## config.mk

```make
export PLATFORM = sky130hd
export DESIGN_NAME = shrimp_decode_flat
export DESIGN_NICKNAME = d
export VERILOG_FILES = /design/src/rtl/shrimp_decode_if.sv /design/src/rtl/shrimp_decode.sv /design/src/flat_wrapper.sv
export SDC_FILE = /design/constraint.sdc
export NUM_CORES = 1
export LEC_CHECK = 0
export ABC_AREA = 1
export CORE_MARGIN = 2
export CORE_UTILIZATION = 40
export CTS_CLUSTER_SIZE = 16
export DETAILED_ROUTE_END_ITERATION = 7
export PLACE_DENSITY = 0.85
export REMOVE_ABC_BUFFERS = 1
export SLEW_MARGIN = 5
export SYNTH_ARGS = -nofsm -noshare
export SYNTH_HDL_FRONTEND = slang
export SYNTH_SLANG_ARGS = --single-unit
```

## constraint.sdc

```tcl
create_clock -name clk -period 2.5 [get_ports clk]
set_input_delay 0.625 -clock clk [delete_from_list [all_inputs] [get_ports clk]]
set_output_delay 0.625 -clock clk [all_outputs]
set_load 0.02 [all_outputs]
```

## src/rtl/shrimp_decode_if.sv

```systemverilog
// shrimp_decode_if: fetch-side and issue-side handshake bundle of the decode stage.
// slave = decode stage, master = fetch/downstream environment.
interface shrimp_decode_if #(
  parameter int PC_W = 16
);
  logic            in_valid;
  logic            in_ready;
  logic [15:0]     in_instr;
  logic [PC_W-1:0] in_pc;
  logic            flush;
  logic            syscall_done;
  logic            out_valid;
  logic            out_ready;
  logic [3:0]      out_opcode;
  logic [3:0]      out_ra;
  logic [3:0]      out_rb;
  logic [3:0]      out_rd;
  logic [15:0]     out_imm;
  logic            out_use_a;
  logic            out_use_b;
  logic            out_rf_we;
  logic            out_mem_re;
  logic            out_mem_we;
  logic            out_mem_byte;
  logic            out_branch;
  logic            out_syscall;
  logic [PC_W-1:0] out_pc;
  logic            in_sys_wait;

  modport slave (
    input  in_valid, in_instr, in_pc,
    input  flush, syscall_done, out_ready,
    output in_ready, in_sys_wait, out_valid,
    output out_opcode, out_ra, out_rb, out_rd,
    output out_imm, out_use_a, out_use_b,
    output out_rf_we, out_mem_re, out_mem_we,
    output out_mem_byte, out_branch, out_syscall,
    output out_pc
  );

  modport master (
    output in_valid, in_instr, in_pc,
    output flush, syscall_done, out_ready,
    input  in_ready, in_sys_wait, out_valid,
    input  out_opcode, out_ra, out_rb, out_rd,
    input  out_imm, out_use_a, out_use_b,
    input  out_rf_we, out_mem_re, out_mem_we,
    input  out_mem_byte, out_branch, out_syscall,
    input  out_pc
  );
endinterface

```

## src/rtl/shrimp_decode.sv

```systemverilog
// shrimp_decode: shrimp CPU decode stage; clk, rst_n (async low), bus (shrimp_decode_if.slave).
// Optional one-entry input skid buffer: define SHRIMP_DECODE_SKID_EN.
module shrimp_decode #(
  parameter int PC_W = 16
) (
  input logic          clk,
  input logic          rst_n,
  shrimp_decode_if.slave bus
);

  typedef enum logic [1:0] {
    RUN,
    SYS_HOLD,
    SYS_WAIT
  } state_t;

  typedef enum logic [3:0] {
    OP_AND, OP_OR, OP_XOR, OP_ADD,
    OP_SUB, OP_CMP, OP_NEG, OP_RDM,
    OP_WMW, OP_WMB, OP_BEQ, OP_SYS,
    OP_SRA, OP_SRL, OP_SLL, OP_LDI
  } op_t;

  typedef struct packed {
    logic rf_we;
    logic use_a;
    logic use_b;
    logic mem_re;
    logic mem_we;
    logic mem_byte;
    logic branch;
    logic syscall;
  } ctl_t;

  function automatic ctl_t decode(input logic [3:0] op);
    ctl_t c;
    c          = '0;
    c.rf_we    = !(op inside {OP_WMW, OP_WMB,
                              OP_BEQ, OP_SYS});
    c.use_a    = !(op inside {OP_LDI, OP_SYS});
    c.use_b    = !(op inside {OP_NEG, OP_RDM,
                              OP_LDI, OP_SYS});
    c.mem_re   = (op == OP_RDM);
    c.mem_we   = (op inside {OP_WMW, OP_WMB});
    c.mem_byte = (op == OP_WMB);
    c.branch   = (op == OP_BEQ);
    c.syscall  = (op == OP_SYS);
    return c;
  endfunction

  state_t          state_q;
  state_t          state_d;
  logic            out_valid_q;
  logic [15:0]     out_instr_q;
  logic [PC_W-1:0] out_pc_q;
  logic            in_ready_i;
  logic            in_fire;
  logic            out_fire;
  logic            sys_issue;
  logic            in_is_sys;
  ctl_t            ctl;

`ifdef SHRIMP_DECODE_SKID_EN
  logic            skid_valid_q;
  logic [15:0]     skid_instr_q;
  logic [PC_W-1:0] skid_pc_q;

  // Registered-only ready: no path from out_ready.
  assign in_ready_i = !skid_valid_q
                    && (state_q == RUN);
`else
  assign in_ready_i = (state_q == RUN)
                    && (!out_valid_q
                        || bus.out_ready);
`endif

  assign in_fire   = bus.in_valid && in_ready_i;
  assign out_fire  = out_valid_q && bus.out_ready;
  assign in_is_sys = (bus.in_instr[3:0] == OP_SYS);
  assign ctl       = decode(out_instr_q[3:0]);
  // With a skid entry an older instruction may
  // still precede the SYSCALL in the output reg.
  assign sys_issue = out_fire && ctl.syscall;

  assign bus.in_ready     = in_ready_i && rst_n;
  assign bus.in_sys_wait  = (state_q != RUN);
  assign bus.out_valid    = out_valid_q;
  assign bus.out_opcode   = out_instr_q[3:0];
  assign bus.out_rd       = out_instr_q[7:4];
  assign bus.out_rb       = out_instr_q[11:8];
  assign bus.out_ra       = out_instr_q[15:12];
  assign bus.out_imm      = {8'h00, out_instr_q[15:8]};
  assign bus.out_pc       = out_pc_q;
  // Strobes masked so an idle stage drives zeros.
  assign bus.out_rf_we    = ctl.rf_we    && out_valid_q;
  assign bus.out_use_a    = ctl.use_a    && out_valid_q;
  assign bus.out_use_b    = ctl.use_b    && out_valid_q;
  assign bus.out_mem_re   = ctl.mem_re   && out_valid_q;
  assign bus.out_mem_we   = ctl.mem_we   && out_valid_q;
  assign bus.out_mem_byte = ctl.mem_byte && out_valid_q;
  assign bus.out_branch   = ctl.branch   && out_valid_q;
  assign bus.out_syscall  = ctl.syscall  && out_valid_q;

  always_ff @(posedge clk or negedge rst_n) begin
    if (!rst_n) state_q <= RUN;
    else        state_q <= state_d;
  end

  always_comb begin
    state_d = state_q;
    unique case (state_q)
      RUN: begin
        if (in_fire && in_is_sys && !bus.flush)
          state_d = SYS_HOLD;
      end
      SYS_HOLD: begin
        if (bus.flush)      state_d = RUN;
        else if (sys_issue) state_d = SYS_WAIT;
      end
      SYS_WAIT: begin
        if (bus.syscall_done) state_d = RUN;
      end
      default: state_d = RUN;
    endcase
  end

  always_ff @(posedge clk or negedge rst_n) begin
    if (!rst_n) begin
      out_valid_q  <= 1'b0;
      out_instr_q  <= '0;
      out_pc_q     <= '0;
`ifdef SHRIMP_DECODE_SKID_EN
      skid_valid_q <= 1'b0;
      skid_instr_q <= '0;
      skid_pc_q    <= '0;
`endif
    end else if (bus.flush) begin
      out_valid_q  <= 1'b0;
`ifdef SHRIMP_DECODE_SKID_EN
      skid_valid_q <= 1'b0;
`endif
    end else begin
`ifdef SHRIMP_DECODE_SKID_EN
      if (!out_valid_q || bus.out_ready) begin
        if (skid_valid_q) begin
          out_valid_q  <= 1'b1;
          out_instr_q  <= skid_instr_q;
          out_pc_q     <= skid_pc_q;
          skid_valid_q <= 1'b0;
        end else if (in_fire) begin
          out_valid_q <= 1'b1;
          out_instr_q <= bus.in_instr;
          out_pc_q    <= bus.in_pc;
        end else begin
          out_valid_q <= 1'b0;
        end
      end else if (in_fire) begin
        skid_valid_q <= 1'b1;
        skid_instr_q <= bus.in_instr;
        skid_pc_q    <= bus.in_pc;
      end
`else
      if (in_fire) begin
        out_valid_q <= 1'b1;
        out_instr_q <= bus.in_instr;
        out_pc_q    <= bus.in_pc;
      end else if (out_fire) begin
        out_valid_q <= 1'b0;
      end
`endif
    end
  end

endmodule

```

## src/flat_wrapper.sv

```systemverilog
// flat-port wrapper written by rule: the top's interface ports become plain ports
module shrimp_decode_flat 
#(
  parameter int PC_W = 16
)
  (clk, rst_n, bus_in_valid, bus_in_instr, bus_in_pc, bus_flush, bus_syscall_done, bus_out_ready, bus_in_ready, bus_in_sys_wait, bus_out_valid, bus_out_opcode, bus_out_ra, bus_out_rb, bus_out_rd, bus_out_imm, bus_out_use_a, bus_out_use_b, bus_out_rf_we, bus_out_mem_re, bus_out_mem_we, bus_out_mem_byte, bus_out_branch, bus_out_syscall, bus_out_pc);
  shrimp_decode_if #(.PC_W(PC_W)) bus_i ();
  input logic clk;
  input logic rst_n;
  input wire logic [$bits(bus_i.in_valid)-1:0] bus_in_valid;
  input wire logic [$bits(bus_i.in_instr)-1:0] bus_in_instr;
  input wire logic [$bits(bus_i.in_pc)-1:0] bus_in_pc;
  input wire logic [$bits(bus_i.flush)-1:0] bus_flush;
  input wire logic [$bits(bus_i.syscall_done)-1:0] bus_syscall_done;
  input wire logic [$bits(bus_i.out_ready)-1:0] bus_out_ready;
  output wire logic [$bits(bus_i.in_ready)-1:0] bus_in_ready;
  output wire logic [$bits(bus_i.in_sys_wait)-1:0] bus_in_sys_wait;
  output wire logic [$bits(bus_i.out_valid)-1:0] bus_out_valid;
  output wire logic [$bits(bus_i.out_opcode)-1:0] bus_out_opcode;
  output wire logic [$bits(bus_i.out_ra)-1:0] bus_out_ra;
  output wire logic [$bits(bus_i.out_rb)-1:0] bus_out_rb;
  output wire logic [$bits(bus_i.out_rd)-1:0] bus_out_rd;
  output wire logic [$bits(bus_i.out_imm)-1:0] bus_out_imm;
  output wire logic [$bits(bus_i.out_use_a)-1:0] bus_out_use_a;
  output wire logic [$bits(bus_i.out_use_b)-1:0] bus_out_use_b;
  output wire logic [$bits(bus_i.out_rf_we)-1:0] bus_out_rf_we;
  output wire logic [$bits(bus_i.out_mem_re)-1:0] bus_out_mem_re;
  output wire logic [$bits(bus_i.out_mem_we)-1:0] bus_out_mem_we;
  output wire logic [$bits(bus_i.out_mem_byte)-1:0] bus_out_mem_byte;
  output wire logic [$bits(bus_i.out_branch)-1:0] bus_out_branch;
  output wire logic [$bits(bus_i.out_syscall)-1:0] bus_out_syscall;
  output wire logic [$bits(bus_i.out_pc)-1:0] bus_out_pc;
  assign bus_i.in_valid = bus_in_valid;
  assign bus_i.in_instr = bus_in_instr;
  assign bus_i.in_pc = bus_in_pc;
  assign bus_i.flush = bus_flush;
  assign bus_i.syscall_done = bus_syscall_done;
  assign bus_i.out_ready = bus_out_ready;
  assign bus_in_ready = bus_i.in_ready;
  assign bus_in_sys_wait = bus_i.in_sys_wait;
  assign bus_out_valid = bus_i.out_valid;
  assign bus_out_opcode = bus_i.out_opcode;
  assign bus_out_ra = bus_i.out_ra;
  assign bus_out_rb = bus_i.out_rb;
  assign bus_out_rd = bus_i.out_rd;
  assign bus_out_imm = bus_i.out_imm;
  assign bus_out_use_a = bus_i.out_use_a;
  assign bus_out_use_b = bus_i.out_use_b;
  assign bus_out_rf_we = bus_i.out_rf_we;
  assign bus_out_mem_re = bus_i.out_mem_re;
  assign bus_out_mem_we = bus_i.out_mem_we;
  assign bus_out_mem_byte = bus_i.out_mem_byte;
  assign bus_out_branch = bus_i.out_branch;
  assign bus_out_syscall = bus_i.out_syscall;
  assign bus_out_pc = bus_i.out_pc;
  shrimp_decode #(.PC_W(PC_W)) u_core (.clk(clk), .rst_n(rst_n), .bus(bus_i));
endmodule
```

Word-level counts from Yosys, hierarchy flattened

Cells that the tools add are included.

Multipliers: 0
Shifts and indexed selects: 0
Div/mod/pow operators: 0
Add/sub/neg operators: 0
Reduce and logical (&&, ||, !) cells: 30
Equality and inequality tests: 13
Muxes and demuxes: 8
Bitwise operators: 1
Order comparisons: 0

Operators by type and width:

| cell                                                                    | count |
|---|---|
| 4-bit == test, second input constant                                    | 6 |
| 1-bit logical AND                                                       | 15 |
| 4-bit by 3-bit == test with 1-bit output, second input constant         | 2 |
| 2-bit 2-to-1 mux                                                        | 4 |
| 4-bit nonzero test                                                      | 2 |
| 2-bit case mux with 3 select lines                                      | 1 |
| 2-bit nonzero test                                                      | 3 |
| 1-bit logical NOT                                                       | 5 |
| 2-bit inequality test, second input constant                            | 2 |
| 1-bit 2-to-1 mux                                                        | 3 |
| 3-bit by 2-bit inequality test with 1-bit output, second input constant | 1 |
| 3-bit AND reduction                                                     | 1 |
| 3-bit nonzero test                                                      | 1 |
| 2-bit by 1-bit == test with 1-bit output, second input constant         | 1 |
| 2-bit == test, second input constant                                    | 1 |
| 2-bit logical NOT                                                       | 1 |
| 2-bit AND reduction                                                     | 1 |
| 1-bit logical OR                                                        | 1 |
| 1-bit inverter                                                          | 1 |

Register bits: 35
Output and inout bits: 59
Memories: 0
Bits in read-only memories: 0
Word-level logic and storage cells: 56
RAM bits: 0
Latch bits: 0

Logic depth before layout (Yosys ltp)

Depth after elaboration: 8
Gate-level depth with buffers: 8
Depth with buffers taken out: 7

Least setup slack after synthesis

Ideal clock, no wire load.

Kind: flip-flop to output port
Start point: register u_core.out_instr_q[3]
End point: output port bus_out_branch
Cell stages (with the launch flop): 5
Path buffers: 0
Path slack: 521 ps
Data arrival time: 1354 ps
Cell sequence: dfrtp_1 > inv_1 > nor2_1 > nand2_1 > nor3b_1

Word-level cells in the longest chain between the ends: 2

Ends and longest elaborated chain:

| element                | line                 | RTL |
|---|---|---|
| start, declared        | shrimp_decode.sv:54  | `logic [15:0] out_instr_q;` |
| start signal, assigned | shrimp_decode.sv:165 | `out_instr_q <= bus.in_instr;` |
| 4-bit == test          | shrimp_decode.sv:46  | `c.branch = (op == OP_BEQ);` |
| 1-bit logical AND      | shrimp_decode.sv:101 | `assign bus.out_branch = ctl.branch && out_valid_q;` |
| end, declared          | flat_wrapper.sv:30   | `output wire logic [$bits(bus_i.out_branch)-1:0] bus_out_branch;` |

Every way passes these cells.

Worst setup path in the final report

Start point: register u_core.out_instr_q[1]
End point: output port bus_out_use_a

Word-level cells in the longest chain between the ends: 4

Ends and longest elaborated chain:

| element                | line                | RTL |
|---|---|---|
| 4-bit == test          | shrimp_decode.sv:40 | `c.use_a = !(op inside {OP_LDI, OP_SYS});` |
| 2-bit nonzero test (*) | shrimp_decode.sv:40 |  |
| 1-bit logical NOT (*)  | shrimp_decode.sv:40 |  |
| 1-bit logical AND (*)  | shrimp_decode.sv:96 | `assign bus.out_use_a = ctl.use_a && out_valid_q;` |
| end, declared          | flat_wrapper.sv:24  | `output wire logic [$bits(bus_i.out_use_a)-1:0] bus_out_use_a;` |

Every way passes the cells marked *; elsewhere a longest branch is shown, timed or not.

==> results <==
-- flip-flops by register name, summed over array words and instances, names as in the netlist --
| register | flops |
|---|---|
| u_core.bus.out_valid | 1 |
| u_core.out_instr_q | 16 |
| u_core.state_q | 2 |
| u_core.bus.out_pc | 16 |
-- layer usage --
| metal | vias up | track usage [%] | wire length (µm) |
|---|---|---|---|
| li1 | 749 | - | - |
| met1 | 667 | 19.8 | 1520 |
| met2 | 51 | 32.2 | 1940 |
| met3 | 2 | 5.26 | 308 |
| met4 | 0 | 6.75 | 18 |
| met5 | - | 0 | 0 |
-- cells by family after synthesis --
kind of cell,count (synthesis),synth area share (%)
compound gates,6,2.05
buf+inv,35,13.8
flops,35,53.2
other cells,1,0.228
simple gates,123,30.8
-- Yosys cell counts --
| cell type | count | share of area (%) |
|---|---|---|
| a21oi_1 | 1 | 0.30 |
| a31oi_1 | 1 | 0.38 |
| buf_4 | 19 | 8.7 |
| buf_6 | 3 | 2.0 |
| clkinv_1 | 1 | 0.23 |
| conb_1 | 1 | 0.23 |
| dfrtp_1 | 35 | 53 |
| inv_1 | 9 | 2.0 |
| inv_2 | 2 | 0.46 |
| inv_4 | 1 | 0.38 |
| nand2_1 | 102 | 23 |
| nand2_2 | 1 | 0.38 |
| nand2_4 | 1 | 0.68 |
| nand3_1 | 4 | 1.2 |
| nor2_1 | 7 | 1.6 |
| nor2_4 | 2 | 1.4 |
| nor3_1 | 3 | 0.91 |
| nor3b_1 | 3 | 1.4 |
| o21ai_0 | 3 | 0.91 |
| o31ai_1 | 1 | 0.46 |
-- final timing paths --
check / start / endpoint / slack, ns / cells after the start
hold / removal: rst_n / u_core.bus.out_pc[8]$_DFFE_PN0P_ / 0.44 / 2
min in group clk: u_core.bus.out_pc[3]$_DFFE_PN0P_ / u_core.bus.out_pc[3]$_DFFE_PN0P_ / 0.48 / 2
setup reg to reg: u_core.bus.out_valid$_DFFE_PN0P_ / u_core.state_q[0]$_DFFE_PN0P_ / 1.00 / 8
hold reg to reg: u_core.bus.out_pc[3]$_DFFE_PN0P_ / u_core.bus.out_pc[3]$_DFFE_PN0P_ / 0.48 / 2
setup / recovery: u_core.out_instr_q[1]$_DFFE_PN0P_ / bus_out_use_a / 0.16 / 4
max in group asynchronous: rst_n / u_core.out_instr_q[15]$_DFFE_PN0P_ / 1.75 / 2
-- power breakdown --
part	internal [mW]	leakage, nW	switching (mW)
combinational	0.300	0.853	0.318
clock	0.216	0.0470	0.183
sequential	0.656	0.438	0.0627
-- critical path: stages, from the launching register on --
cell	delay [ns]
dfrtp_1	0.44
nand2_1	0.15
o21ai_0	0.26
inv_1	0.06
clkdlybuf4s50_1	0.53
-- cell type report --
cell class / instances / area (µm²) / share of cell area (%)
Timing Repair Buffer: 92 / 913 / 35.7
Sequential cell: 35 / 876 / 34.2
Multi-Input combinational cell: 137 / 571 / 22.3
Clock buffer: 6 / 82.6 / 3.22
Tap cell: 50 / 62.6 / 2.44
Inverter: 13 / 51.3 / 2.00
Clock inverter: 1 / 5.00 / 0.195
-- per-stage QoR --
stage	TNS, ns	power [mW]	instances	hold WS (ns)	util [%]
global placement	-0.118	1.34	327	0.462	62.1
global route	0	1.84	334	0.462	64.5
CTS	0	1.76	334	0.453	64.2
floorplan	0	0.999	185	0.329	-
detailed placement	-0.142	1.35	327	0.465	62.1
finish	0	1.73	334	0.437	64.5
-- what timing repair did --
item / in CTS / in global routing
hold endpoints to repair: 0 / 0
setup buffers: 0 / 0
gates cloned: 0 / 0
endpoints found under the setup margin: 2 / 4
resized for setup: 2 / 4
==> run_results.csv <==
group,metric,value,unit
outcome,status,"complete, no violations",
final_layout,layout-drive-gt1-share,6.69,%
setup_path,cp_max_fo,7,
setup_path,end_kind,"primary output",
setup_path,cp.required,1.88,ns
sta,final_hold_viol_count,0,
worst_hold_path,hold_class,"in2async",
die,die_h,68.2,µm
die,die_x,68.2,µm
clock_network,numCtsBuffers,5,
grt,grt_use_total,17.9,%
detailed_routing,drt_iter0_markers,105,
detailed_routing,post_drt_wl_per_cell,11.3,µm
logic_synthesis,ys_seq_area_share,53.2,%
sta,rsz0062_at_grt,"false",
grt,grt_max_degree,36,
grt,grt_antenna_before_repair,0,
power_and_ir_drop,power.density,677,nW/µm²
final_layout,syn2layout_area_growth,55.4,%
detailed_routing,drt_pre_antenna_iters,4,
logic_synthesis,synth_cells,200,
grt,grt_overflow,0,
logic_synthesis,ys_ff_latch,35,
clock_network,cts_htree_levels,2,
clock_network,clockRootBuffer,"clkbuf_8",
clock_network,cts_hold_buf,0,
logic_synthesis,syn-mean-instance-area,8.24,µm²
placed_design,io_buffers,88,
logic_synthesis,synth.cell_area,1650,µm²
sta,post-route-period-util,93.6,%
die,coreArea,3970,µm²
placed_design,hpwl,2850,µm
sta,fmax,427,MHz
die,num_io_pins,97,
placed_design,dpl_cell_area,2470,µm²
clock_network,worstSkewPairLatency,0.28,ns
final_layout,postLayoutCellArea,2560,µm²
die,initial_core_util,41.5,%
final_layout,n_antenna_cell,0,
final_layout,layout_commonest_cell,"nand2_1",
logic_synthesis,synth_warnings,0,
power_and_ir_drop,leakage,1.34,nW
job,cap_violations,0,
placed_design,place_congestion,0.777,
detailed_routing,final_antenna_net_count,0,
sta,period_minus_slack,2.34,ns
clock_network,cts_sinks,35,
sta,maxSlewViolCount,0,
clock_network,cts_tree,"built",
die,die_area,4650,µm²
sta,setup_viol,0,
final_layout,nNetsFinal,322,
setup_path,cp.arrival,1.71,ns
detailed_routing,drt-total-wl,3790,µm
detailed_routing,drc_errors,0,
sta,skew,0.00506,ns
final_layout,final_cell_mix,"nand2_1, clkdlybuf4s50_1, dfrtp_1",
grt,grt_pass1_wl,6100,µm
power_and_ir_drop,vdd_drop_max,0.480,mV
clock_network,clk_pin_slew,0.07,ns
detailed_routing,vias,1469,
detailed_routing,viasPerCell,4.40,
die,rows,23,
grt,first_global_vias,1420,
setup_path,startpoint_type,"flip-flop",
logic_synthesis,synth_cell_types,20,
setup_path,crit_type,"reg2out",
final_layout,fillerInstances,374,
clock_network,clk_path_buf_depth,2,
sta,timing.final.ws_setup,0.160,ns
placed_design,dpl_worst_slack,-0.142,ns
(Power assumes the default switching activity.)
